### src/rtl/serial_pkg.sv
// Shared definitions for the dumb-serial frame transmitter: parity modes,
// FSM state encoding and the frame-length helper.
package serial_pkg;

    localparam int unsigned PARITY_NONE = 0;
    localparam int unsigned PARITY_EVEN = 1;
    localparam int unsigned PARITY_ODD  = 2;

    typedef enum logic [1:0] {
        StIdle,
        StShift,
        StGap
    } state_e;

    // Bits on the wire per frame: data plus an optional trailing parity bit.
    function automatic int unsigned frame_bits(int unsigned width, int unsigned parity);
        return width + ((parity != PARITY_NONE) ? 1 : 0);
    endfunction

endpackage

### src/rtl/serial_tick_gen.sv
// Half-period timer: pulses tick on the last clock of every DIV-clock phase
// while enabled. Restart forces the count back to the start of a phase.
module serial_tick_gen #(
    parameter int unsigned DIV = 1
) (
    input  logic clock,
    input  logic resetN,
    input  logic restart,
    input  logic enable,
    output logic tick
);

    localparam int unsigned CNT_W = (DIV > 1) ? $clog2(DIV) : 1;

    logic [CNT_W-1:0] cnt_q, cnt_d;

    assign tick = enable && (cnt_q == CNT_W'(DIV - 1));

    // Next count: wrap on tick, hold while disabled.
    always_comb begin
        cnt_d = cnt_q;
        if (restart) begin
            cnt_d = '0;
        end else if (enable) begin
            cnt_d = tick ? '0 : cnt_q + CNT_W'(1);
        end
    end

    // Count register with synchronous reset.
    always_ff @(posedge clock) begin
        if (!resetN) begin
            cnt_q <= '0;
        end else begin
            cnt_q <= cnt_d;
        end
    end

endmodule

### src/rtl/serial_frame_tx.sv
// Frame transmitter: one-word holding buffer feeding a shift register that is
// clocked out on a source-synchronous serialClock/serialData pair, framed by
// serialFrame and followed by a fixed idle gap.
module serial_frame_tx
    import serial_pkg::*;
#(
    parameter int unsigned WIDTH     = 16,
    parameter int unsigned DIV       = 1,
    parameter int unsigned PARITY    = 0,
    parameter int unsigned MSB_FIRST = 1,
    parameter int unsigned GAP       = 2
) (
    input  logic             clock,
    input  logic             resetN,
    input  logic [WIDTH-1:0] inData,
    input  logic             inValid,
    output logic             inReady,
    output logic             serialClock,
    output logic             serialData,
    output logic             serialFrame,
    output logic             busy,
    output logic             frameDone
);

    localparam int unsigned N     = frame_bits(WIDTH, PARITY);
    localparam int unsigned BIT_W = $clog2(N + 1);
    localparam int unsigned GAP_W = $clog2(GAP + 1);

    state_e state_q, state_d;

    logic [WIDTH-1:0] buf_q, buf_d;
    logic             buf_full_q, buf_full_d;
    logic [N-1:0]     shreg_q, shreg_d;
    logic [N-1:0]     shifted;
    logic [BIT_W-1:0] bit_cnt_q, bit_cnt_d;
    logic [GAP_W-1:0] gap_cnt_q, gap_cnt_d;

    logic sclk_q, sclk_d;
    logic sdata_q, sdata_d;
    logic frame_q, frame_d;
    logic busy_q, busy_d;
    logic done_q, done_d;

    logic             accept, load, tick, last_bit, bit_end, frame_end, gap_end;
    logic [WIDTH-1:0] ordered;
    logic             par_bit;
    logic [N-1:0]     frame_word;

    assign inReady   = !buf_full_q && resetN;
    assign accept    = inValid && inReady;
    assign load      = (state_q == StIdle) && buf_full_q;
    assign last_bit  = (bit_cnt_q == BIT_W'(N - 1));
    // A bit ends on the tick that closes its high phase.
    assign bit_end   = (state_q == StShift) && tick && sclk_q;
    assign frame_end = bit_end && last_bit;
    assign gap_end   = (state_q == StGap) && (gap_cnt_q == GAP_W'(GAP - 1));
    assign shifted   = shreg_q << 1;

    serial_tick_gen #(
        .DIV(DIV)
    ) u_tick_gen (
        .clock  (clock),
        .resetN (resetN),
        .restart(load),
        .enable (state_q == StShift),
        .tick   (tick)
    );

    // Arrange the buffered word so the first bit on the wire sits at the top.
    always_comb begin
        ordered = '0;
        for (int i = 0; i < int'(WIDTH); i++) begin
            ordered[i] = (MSB_FIRST != 0) ? buf_q[i] : buf_q[WIDTH - 1 - i];
        end
        par_bit = (PARITY == PARITY_ODD) ? ~^buf_q : ^buf_q;
    end

    if (PARITY == PARITY_NONE) begin : g_no_parity
        assign frame_word = ordered;
    end else begin : g_parity
        assign frame_word = {ordered, par_bit};
    end

    // FSM state register.
    always_ff @(posedge clock) begin
        if (!resetN) begin
            state_q <= StIdle;
        end else begin
            state_q <= state_d;
        end
    end

    // FSM next-state logic.
    always_comb begin
        state_d = state_q;
        unique case (state_q)
            StIdle:  if (load) state_d = StShift;
            StShift: if (frame_end) state_d = StGap;
            StGap:   if (gap_end) state_d = StIdle;
            default: state_d = StIdle;
        endcase
    end

    // Next values for the registered link outputs.
    always_comb begin
        sclk_d  = 1'b0;
        sdata_d = 1'b0;
        frame_d = (state_d == StShift);
        done_d  = frame_end;
        busy_d  = (state_d != StIdle) || buf_full_d;
        unique case (state_q)
            StIdle: begin
                if (load) sdata_d = frame_word[N-1];
            end
            StShift: begin
                if (!frame_end) begin
                    sclk_d  = tick ? !sclk_q : sclk_q;
                    // Data moves only on the edge that drops serialClock.
                    sdata_d = bit_end ? shifted[N-1] : sdata_q;
                end
            end
            default: begin
                sclk_d  = 1'b0;
                sdata_d = 1'b0;
            end
        endcase
    end

    // Next values for buffer, shift register and counters.
    always_comb begin
        buf_d      = buf_q;
        buf_full_d = buf_full_q;
        shreg_d    = shreg_q;
        bit_cnt_d  = bit_cnt_q;
        gap_cnt_d  = (state_q == StGap) ? gap_cnt_q + GAP_W'(1) : '0;
        if (accept) begin
            buf_d      = inData;
            buf_full_d = 1'b1;
        end
        if (load) begin
            buf_full_d = 1'b0;
            shreg_d    = frame_word;
            bit_cnt_d  = '0;
        end
        if (bit_end && !last_bit) begin
            shreg_d   = shifted;
            bit_cnt_d = bit_cnt_q + BIT_W'(1);
        end
    end

    // Datapath and output registers; reset truncates any frame and drops the buffer.
    always_ff @(posedge clock) begin
        if (!resetN) begin
            buf_q      <= '0;
            buf_full_q <= 1'b0;
            shreg_q    <= '0;
            bit_cnt_q  <= '0;
            gap_cnt_q  <= '0;
            sclk_q     <= 1'b0;
            sdata_q    <= 1'b0;
            frame_q    <= 1'b0;
            busy_q     <= 1'b0;
            done_q     <= 1'b0;
        end else begin
            buf_q      <= buf_d;
            buf_full_q <= buf_full_d;
            shreg_q    <= shreg_d;
            bit_cnt_q  <= bit_cnt_d;
            gap_cnt_q  <= gap_cnt_d;
            sclk_q     <= sclk_d;
            sdata_q    <= sdata_d;
            frame_q    <= frame_d;
            busy_q     <= busy_d;
            done_q     <= done_d;
        end
    end

    assign serialClock = sclk_q;
    assign serialData  = sdata_q;
    assign serialFrame = frame_q;
    assign busy        = busy_q;
    assign frameDone   = done_q;

endmodule
### config.mk
export PLATFORM = sky130hd
export DESIGN_NAME = serial_frame_tx
export DESIGN_NICKNAME = d
export VERILOG_FILES = /design/src/rtl/serial_pkg.sv /design/src/rtl/serial_tick_gen.sv /design/src/rtl/serial_frame_tx.sv
export SDC_FILE = /design/constraint.sdc
export NUM_CORES = 1
export LEC_CHECK = 0
export ABC_CLOCK_PERIOD_IN_PS = 3300
export CELL_PAD_IN_SITES_DETAIL_PLACEMENT = 0
export CELL_PAD_IN_SITES_GLOBAL_PLACEMENT = 1
export CORE_AREA = 2 2 59 89
export CTS_CLUSTER_DIAMETER = 120
export CTS_CLUSTER_SIZE = 28
export DETAILED_ROUTE_END_ITERATION = 8
export DIE_AREA = 0 0 61 91
export PLACE_DENSITY_LB_ADDON = 0.1
export SLEW_MARGIN = 25
export SYNTH_ARGS = -nofsm -noshare
export SYNTH_HDL_FRONTEND = slang
export SYNTH_SLANG_ARGS = --single-unit
export TNS_END_PERCENT = 10
### constraint.sdc
create_clock -name clock -period 3.3 [get_ports clock]
set_input_delay 0.33 -clock clock [delete_from_list [all_inputs] [get_ports clock]]
set_output_delay 0.33 -clock clock [all_outputs]
set_load 0.01 [all_outputs]
==> results of run 1 <==
[state kept, by name, indices dropped and copies added, names as in the netlist, 2 cells and up]
register   cells
bit_cnt_q      5
state_q        2
shreg_q       15
buf_q         16
gap_cnt_q      2
[layout make-up]
class | instances | share of cell area (%)
Clock buffer | 7 | 3.22
Timing Repair Buffer | 26 | 10.8
Sequential cell | 47 | 39.7
Inverter | 3 | 0.475
Clock inverter | 1 | 0.211
Tap cell | 66 | 3.49
Multi-Input combinational cell | 160 | 42.1
[kinds of logic (layout without fill, tap and decap cells)]
group	Yosys count	after routing	share of synthesized area (%)
AO/OA/AOI/OAI	45	45	18.6
XOR/XNOR	1	1	0.417
adder cells (fa/ha/maj)	3	3	1.79
buffers and inverters	22	37	7.80
flip-flops	47	47	44.8
multiplexers	1	1	0.714
AND/OR/NAND/NOR	110	110	25.9
[final timing paths]
kind                                     to  cells after the start
setup reg to reg  bit_cnt_q[2]$_SDFFE_PN0P_                      3
hold / removal      gap_cnt_q[0]$_SDFF_PN0_                      1
hold reg to reg     gap_cnt_q[0]$_SDFF_PN0_                      1
setup / recovery                    inReady                      4
[Yosys cell counts (2+ instances only)]
master	instances	share of area, %
a31oi_2	10	6.0
buf_2	4	0.95
nand3_1	17	4.0
dfxtp_1	47	45
buf_6	5	2.7
nor2b_1	2	0.60
nand2b_1	3	0.89
o31ai_1	14	5.0
nand2_1	61	11
nor2_1	10	1.8
o211ai_1	3	1.1
ha_1	3	1.8
a21oi_1	3	0.71
clkbuf_1	5	0.89
a31oi_1	5	1.5
inv_1	2	0.36
and3_1	2	0.60
nand3b_1	3	1.1
[per-layer routing]
| metal | GRT usage [%] | vias to the layer above |
|---|---|---|
| met3 | 4.42 | 10 |
| met2 | 27.8 | 32 |
| li1 | - | 829 |
| met4 | 6.88 | 0 |
| met5 | 0 | - |
| met1 | 23.9 | 773 |
[through the flow]
stage                     utilization, %  setup WS (ns)
final                               49.6           1.01
after global routing                49.6          0.920
after CTS                           49.6          0.992
after detailed placement            47.9          0.992
after global placement              47.9           1.04
after floorplan                        -           1.66
[where the power goes]
part / total [W] / leakage [nW] / switching, W / internal, W
logic: 0.000119 / 0.452 / 0.0000625 / 0.0000564
clock network: 0.000333 / 0.0422 / 0.000184 / 0.000149
registers: 0.000616 / 0.383 / 0.0000211 / 0.000595
total: 0.00107 / 0.878 / 0.000268 / 0.000801
==> flow_summary.yaml, run 1 <==
timing:
  rsz0062_at_grt: "no"
  fin_crit_sh_pct: 69.4
  finalSetupTns_ns: 0
  tightestPinTransition_ns: 0.810
  period_minus_slack_ns: 2.29
  finalHoldViolations: 0
  slew_headroom_pct: 46.0
  fin_worst_skew_ns: 0.00967
  final-setup-viol-count: 0
  whs_ns: 0.426
  report.final.slew_viol_count: 0
  max_freq_ghz: 0.436
critical_path:
  cp-start-kind: "input port"
  crit_start: "resetN"
  reg2reg_from: "state_q[0]$_SDFF_PN0_"
  slowest_stage: "clkdlybuf4s50_1"
  max_stage_delay_ns: 0.74
  critPathRequiredTime_ns: 2.97
  reg2reg_slack_ns: 1.27
  critPathCaptureType: "primary output"
  critical_path_class: "input port to primary output"
  path_buf_inv: 3
  crit_family: "buffers and inverters"
  path_max_fanout: 13
  crit_path_cell_trace: "clkdlybuf4s50_1 -> inv_2 -> nor2_1 -> clkdlybuf4s50_1"
  critPathArrivalTime_ns: 1.96
  cp_common_cell: "clkdlybuf4s50_1"
layout:
  final_cell_mix: "nand2_1, dfxtp_1, clkdlybuf4s50_1"
  area_growth_pct: 12.7
  drive_above_1_share_pct: 10.7
  antenna_cells: 0
  final_nets: 265
  regArea_um2: 941
  layout.cells.non_filler: 310
  nFillCells: 479
  final_common_cell: "nand2_1"
  multi_input_area_um2: 997
  stdcell_area_um2: 2370
yosys:
  synth-edff-count: 0
  syn_nets: 251
  yosysUniqueCellTypes: 48
  yosys_warnings: 0
  postSynth.asyncResetShare_pct: 0
  synthCells: 229
  synth_ff_type: "dfxtp_1"
  ys_ff_latch: 47
  syn_area_per_cell_um2: 9.18
  syn_area_um2: 2100
  yosysSeqAreaShare_pct: 44.8
power:
  power-per-cell-area_nw_per_um2: 451
  ir_drop_uv: 195
  p_total_w: 0.00107
  p_leak_nw: 0.878
floorplanning:
  start_util_pct: 44.1
  die_h_um: 91
  num_rows: 31
  core_area_um2: 4770
  pin_count: 25
  die_x_um: 61
  die_area_um2: 5550
clock_network:
  insertion_delay_ns: 0.30
  cts_resized: 0
  cts_tree: "yes"
  cts.clk_slew.worst_paths_ns: 0.08
  clock_sinks: 47
  root_buffer: "clkbuf_8"
  cts_made_buffers: 5
  htreeDepth: 2
  ctsHoldBuffers: 0
  postCtsSetupBuffers: 0
  clk_path_buf_depth: 2
placement:
  hpwl_um: 2910
  place_congestion: 0.840
  place_inst: 302
  port_buffers: 24
  place_area_um2: 2290
route:
  ant_nets: 0
  drtIter0Drc: 93
  routedWlPerCell_um: 13.9
  num_vias: 1644
  post-route-drc-count: 0
  met3WireLength_um: 138
  top_layer_used: "met4"
  wl_met2_um: 2070
  m1WireLength_um: 1990
  dr.pass1.iters: 4
  via_per_inst: 5.30
  wl_um: 4320
hold_path:
  worstHoldStart: "gap_cnt_q[0]$_SDFF_PN0_"
  min_path_type: "flip-flop to flip-flop"
grt:
  grt_pass1_vias: 1652
  grt_max_degree: 31
  grt_pass1_wl_um: 7780
  grt_antenna_before_repair: 0
  grt.total_usage_pct: 18.1
  overflow: 0
job:
  maxCapViolCount: 0
outcome:
  status: "completed"
Power figures use the tool's default switching activity.
==> inputs of run 2 (changes only) <==
- ABC_CLOCK_PERIOD_IN_PS: 3300 -> 2400
- CORE_AREA: 2 2 59 89 -> 2 2 61 92
- DIE_AREA: 0 0 61 91 -> 0 0 63 94
- clock period: 3.3 -> 2.4 ns (I/O delays scaled with it)
==> run 2 against run 1 <==
  * Final cell count is 2.3% higher
  * Largest power group unchanged
  * Largest cell class unchanged
  * Highest routed layer unchanged
  * Non-clock buffer count is 5 higher
  * Wire length is 3.3% lower
  * Final area is 2.6% higher
  * First-iteration DRC count is 48% lower
==> flow_summary.yaml, run 2 (synthesis results as in run 1) <==
timing:
  max_freq_ghz: 0.498
  final-setup-viol-count: 0
  period_minus_slack_ns: 2.01
  fin_ws_ns: 0.394
  finalHoldViolations: 0
  fin_crit_sh_pct: 83.6
  fin_worst_skew_ns: 0.00928
  finalSetupTns_ns: 0
  rsz0062_at_grt: "no"
  slew_headroom_pct: 53.1
  tightestPinTransition_ns: 0.702
  report.final.slew_viol_count: 0
grt:
  grt_antenna_before_repair: 0
  grt_pass1_wl_um: 7320
  use_met2_pct: 26.2
  use_met1_pct: 19.3
  grt_max_degree: 26
  overflow: 0
  grt_pass1_vias: 1566
  globalRouteMet3Util_pct: 3.72
  grt.total_usage_pct: 15.6
  top_usage_layer: "met2"
power:
  netSwitchingFraction_pct: 24.5
  intPower_w: 0.00116
  p_sw_w: 0.000377
  combPwrFrac_pct: 10.9
  p_clk_share_pct: 34.2
  p_leak_nw: 0.909
  ir_drop_uv: 370
  power-per-cell-area_nw_per_um2: 633
  pwr-share-seq_pct: 54.9
job:
  maxCapViolCount: 0
critical_path:
  regToRegEndpoint: "bit_cnt_q[3]$_SDFFE_PN0P_"
  critPathCaptureType: "flip-flop"
  critical_path_class: "flip-flop to flip-flop"
  max_stage_delay_ns: 0.50
  cp-start-kind: "flip-flop"
  cp_common_cell: "ha_1"
  r2r_cells: 6
  reg2reg_from: "bit_cnt_q[0]$_SDFFE_PN0P_"
  reg2reg_slack_ns: 0.39
  path_max_fanout: 10
  crit_path_cell_trace: "ha_1 -> and3_1 -> ha_1 -> buf_4 -> or4_1 -> a31oi_1"
  critPathRequiredTime_ns: 2.63
  slowest_stage: "or4_1"
  critPathArrivalTime_ns: 2.23
floorplanning:
  pin_count: 25
  start_util_pct: 41.3
  die_x_um: 63
  num_rows: 32
  die_h_um: 94
  core_area_um2: 5080
  die_area_um2: 5920
clock_network:
  cts.clk_slew.worst_paths_ns: 0.09
  postCtsSetupBuffers: 0
  cts_tree: "yes"
  htreeDepth: 2
  clock_sinks: 47
  root_buffer: "clkbuf_8"
  ctsHoldBuffers: 0
  insertion_delay_ns: 0.30
  cts_resized: 0
  cts_made_buffers: 5
  clk_path_buf_depth: 2
hold_path:
  worstHoldStart: "gap_cnt_q[0]$_SDFF_PN0_"
  min_path_type: "flip-flop to flip-flop"
  min_to: "gap_cnt_q[0]$_SDFF_PN0_"
  hold_depth: 1
route:
  routedWlPerCell_um: 13.2
  ant_nets: 0
  post-route-drc-count: 0
  drtIter0Drc: 48
  wl_um: 4180
  dr.pass1.iters: 4
  num_vias: 1625
  via_per_inst: 5.13
placement:
  port_buffers: 24
  place_area_um2: 2330
  place_congestion: 0.728
  hpwl_um: 2940
  post-place-ws_ns: 0.403
layout:
  largest_register: "buf_q"
  drive_above_1_share_pct: 13.3
  top_regs: "buf_q (16), shreg_q (15), bit_cnt_q (5)"
  area_growth_pct: 15.7
  final_common_cell: "nand2_1"
  final_cell_mix: "nand2_1, dfxtp_1, clkdlybuf4s50_1"
  antenna_cells: 0
  stdcell_area_um2: 2430
  largest_reg_flops: 16
  final_nets: 270
outcome:
  status: "completed"
-- run 2: cell type report --
type,instances,area (um^2)
Timing Repair Buffer,31,293
Clock buffer,7,96.3
Tap cell,68,85.1
Inverter,3,11.3
Multi-Input combinational cell,160,997
Clock inverter,1,7.51
Fill cell,531,2650
Sequential cell,47,941
-- run 2: worst max-delay path by stage --
| stage | cells past startpoint | end | slack (ns) | from |
|---|---|---|---|---|
| global placement | 6 | bit_cnt_q[3]$_SDFFE_PN0P_ | 0.45 | bit_cnt_q[0]$_SDFFE_PN0P_ |
| CTS | 6 | bit_cnt_q[3]$_SDFFE_PN0P_ | 0.38 | bit_cnt_q[0]$_SDFFE_PN0P_ |
| finish | 6 | bit_cnt_q[3]$_SDFFE_PN0P_ | 0.39 | bit_cnt_q[0]$_SDFFE_PN0P_ |
| global route | 6 | bit_cnt_q[2]$_SDFFE_PN0P_ | 0.22 | bit_cnt_q[0]$_SDFFE_PN0P_ |
| floorplan | 6 | bit_cnt_q[2]$_SDFFE_PN0P_ | 0.76 | bit_cnt_q[0]$_SDFFE_PN0P_ |
| detailed placement | 6 | bit_cnt_q[3]$_SDFFE_PN0P_ | 0.40 | bit_cnt_q[0]$_SDFFE_PN0P_ |
-- run 2: stage by stage --
step                total power, W  hold WS (ns)  instances  util [%]
floorplan                 0.000974         0.339        229         -
global placement           0.00103         0.416        309      45.8
detailed placement         0.00103         0.417        309      45.8
CTS                        0.00156         0.431        317      47.8
global route               0.00161         0.447        317      47.8
finish                     0.00154         0.425        317      47.8
-- run 2: power groups by stage --
| stage | registers, W | clock network [W] | logic [W] |
|---|---|---|---|
| 6_report | 0.000845 | 0.000526 | 0.000167 |
| 5_1_grt | 0.000851 | 0.000572 | 0.000187 |
| 2_1_floorplan | 0.000855 | 0 | 0.000119 |
| 3_3_place_gp | 0.000863 | 0 | 0.000169 |
| 4_1_cts | 0.000846 | 0.000542 | 0.000170 |
| 3_5_place_dp | 0.000863 | 0 | 0.000169 |
-- run 2: layer usage --
layer	vias to the layer above	routed length, um
met3	5	103
met1	761	2000
li1	840	-
met5	-	0
met4	0	48
met2	19	2020
-- run 2: critical path: cells and delay by family, from the launching register on --
family / cells / cell delay (ns)
buffers and inverters: 1 / 0.22
adder cells (fa/ha/maj): 2 / 0.55
AO/OA/AOI/OAI: 1 / 0.13
flip-flops: 1 / 0.35
AND/OR/NAND/NOR: 2 / 0.68
==> inputs of run 3 (changes only) <==
- ABC_CLOCK_PERIOD_IN_PS: 2400 -> 1800
- CORE_AREA: 2 2 61 92 -> 2 2 64 97
- DIE_AREA: 0 0 63 94 -> 0 0 66 99
- clock period: 2.4 -> 1.8 ns (I/O delays scaled with it)
==> run 3 against run 2 <==
  * Clock power rose by 33%
  * Via count is 3.2% higher
  * Power grew 35%
  * Sequential cell count is the same
  * Non-clock buffer count is 10 higher
  * Final cell count up 4.4%
==> flow_summary.yaml, run 3 (synthesis results as in run 1) <==
outcome:
  status: "completed"
floorplanning:
  pin_count: 25
  num_rows: 34
  die_h_um: 99
  start_util_pct: 36.9
  core_area_um2: 5700
  die_area_um2: 6530
  die_x_um: 66
hold_path:
  min_path_type: "input port to flip-flop"
  hold_depth: 3
  min_to: "buf_q[13]$_SDFFE_PN0P_"
  worstHoldStart: "inData[13]"
placement:
  post-place-ws_ns: -0.0586
  port_buffers: 24
  hpwl_um: 3190
  place_congestion: 0.731
timing:
  slew_headroom_pct: 59.4
  max_freq_ghz: 0.588
  fin_worst_skew_ns: 0.00555
  finalHoldViolations: 0
  rsz0062_at_grt: "no"
  report.final.slew_viol_count: 0
  finalSetupTns_ns: 0
  final-setup-viol-count: 0
  tightestPinTransition_ns: 0.609
  fin_crit_sh_pct: 94.5
  fin_ws_ns: 0.0981
  period_minus_slack_ns: 1.70
critical_path:
  reg2reg_slack_ns: 0.1
  path_max_fanout: 10
  slowest_stage: "or3b_1"
  crit_path_cell_trace: "ha_1 -> and3_1 -> ha_4 -> buf_4 -> or3b_1 -> a21oi_1"
  critical_path_class: "flip-flop to flip-flop"
  critPathCaptureType: "flip-flop"
  cp-start-kind: "flip-flop"
  critPathRequiredTime_ns: 2.03
  path_buf_inv: 1
  r2r_cells: 6
  regToRegEndpoint: "bit_cnt_q[1]$_SDFFE_PN0P_"
  max_stage_delay_ns: 0.37
  reg2reg_from: "bit_cnt_q[0]$_SDFFE_PN0P_"
  critPathArrivalTime_ns: 1.93
  crit_family: "simple AND/OR/NAND/NOR gates"
power:
  power-per-cell-area_nw_per_um2: 819
  ir_drop_uv: 433
  p_leak_nw: 0.965
clock_network:
  ctsHoldBuffers: 0
  cts_made_buffers: 5
  clk_path_buf_depth: 2
  cts.clk_slew.worst_paths_ns: 0.09
  htreeDepth: 2
  root_buffer: "clkbuf_8"
  postCtsSetupBuffers: 0
  clock_sinks: 47
  insertion_delay_ns: 0.30
  cts_tree: "yes"
grt:
  grt_antenna_before_repair: 0
  grt.total_usage_pct: 16.0
  grt_max_degree: 23
  grt_pass1_vias: 1672
  overflow: 0
  grt_pass1_wl_um: 8050
layout:
  final_nets: 280
  regArea_um2: 942
  final_common_cell: "nand2_1"
  multi_input_area_um2: 1020
  fin_util_pct: 44.4
  final_cell_mix: "nand2_1, dfxtp_1, clkdlybuf4s50_1"
  top_regs: "buf_q (16), shreg_q (15), bit_cnt_q (5)"
  drive_above_1_share_pct: 17.8
  area_growth_pct: 20.4
  largest_reg_flops: 16
  nFillCells: 603
  antenna_cells: 0
  largest_register: "buf_q"
route:
  post-route-drc-count: 0
  drtIter0Drc: 62
  num_vias: 1677
  routedWlPerCell_um: 14.0
  via_per_inst: 5.07
  ant_nets: 0
  dr.pass1.iters: 4
  wl_um: 4620
job:
  maxCapViolCount: 0
[run 3: area by class of cell]
cell class,count,area share [%]
timing repair buffer,41,14.5
inverter,3,0.445
tap,72,3.56
clock buffer,8,3.96
multi-input combinational,160,40.3
sequential,47,37.2
[run 3: how the worst max path moves through the flow]
stage                                     end  slack (ns)  cells after the start                       from
floorplan           bit_cnt_q[2]$_SDFFE_PN0P_        0.16                      6  bit_cnt_q[0]$_SDFFE_PN0P_
global placement    bit_cnt_q[2]$_SDFFE_PN0P_       -0.06                      6  bit_cnt_q[1]$_SDFFE_PN0P_
detailed placement  bit_cnt_q[2]$_SDFFE_PN0P_       -0.06                      6  bit_cnt_q[1]$_SDFFE_PN0P_
CTS                 bit_cnt_q[2]$_SDFFE_PN0P_        0.04                      6  bit_cnt_q[1]$_SDFFE_PN0P_
global route        bit_cnt_q[1]$_SDFFE_PN0P_       0.004                      6  bit_cnt_q[0]$_SDFFE_PN0P_
finish              bit_cnt_q[1]$_SDFFE_PN0P_         0.1                      6  bit_cnt_q[0]$_SDFFE_PN0P_
[run 3: tightest hold or removal path: stages]
cell and delay [ns]:
clkdlybuf4s50_1 0.39, nand2_1 0.05, nand2_1 0.04
[run 3: per-layer routing]
metal  share of wire [%]  global-route usage (%)  up-vias  wire length (um)
li1                    -                       -      860                 -
met1                  45                    21.7      778              2080
met2                  50                    24.7       33              2300
met3                 3.3                    3.20        6               151
met4                 1.9                    6.59        0                88
met5                   0                       0        -                 0
[run 3: what timing repair did]
action / in CTS / in global routing
endpoints found under the setup margin: 14 / 16
gates resized for setup: 2 / 4
hold endpoints to repair: 0 / 0
[run 3: through the flow]
stage	instances	total power, W	hold WS (ns)	instance area [um^2]
CTS	331	0.00210	0.399	2510
global route	331	0.00218	0.413	2530
detailed placement	323	0.00140	0.411	2410
floorplan	229	0.00130	0.279	2100
finish	331	0.00207	0.406	2530
global placement	323	0.00140	0.410	2410
[run 3: report_power, final]
part | internal (W) | switching [W] | total (W)
Clock | 0.000351 | 0.000351 | 0.000702
Combinational | 0.000121 | 0.000126 | 0.000247
Sequential | 0.00109 | 0.0000307 | 0.00112
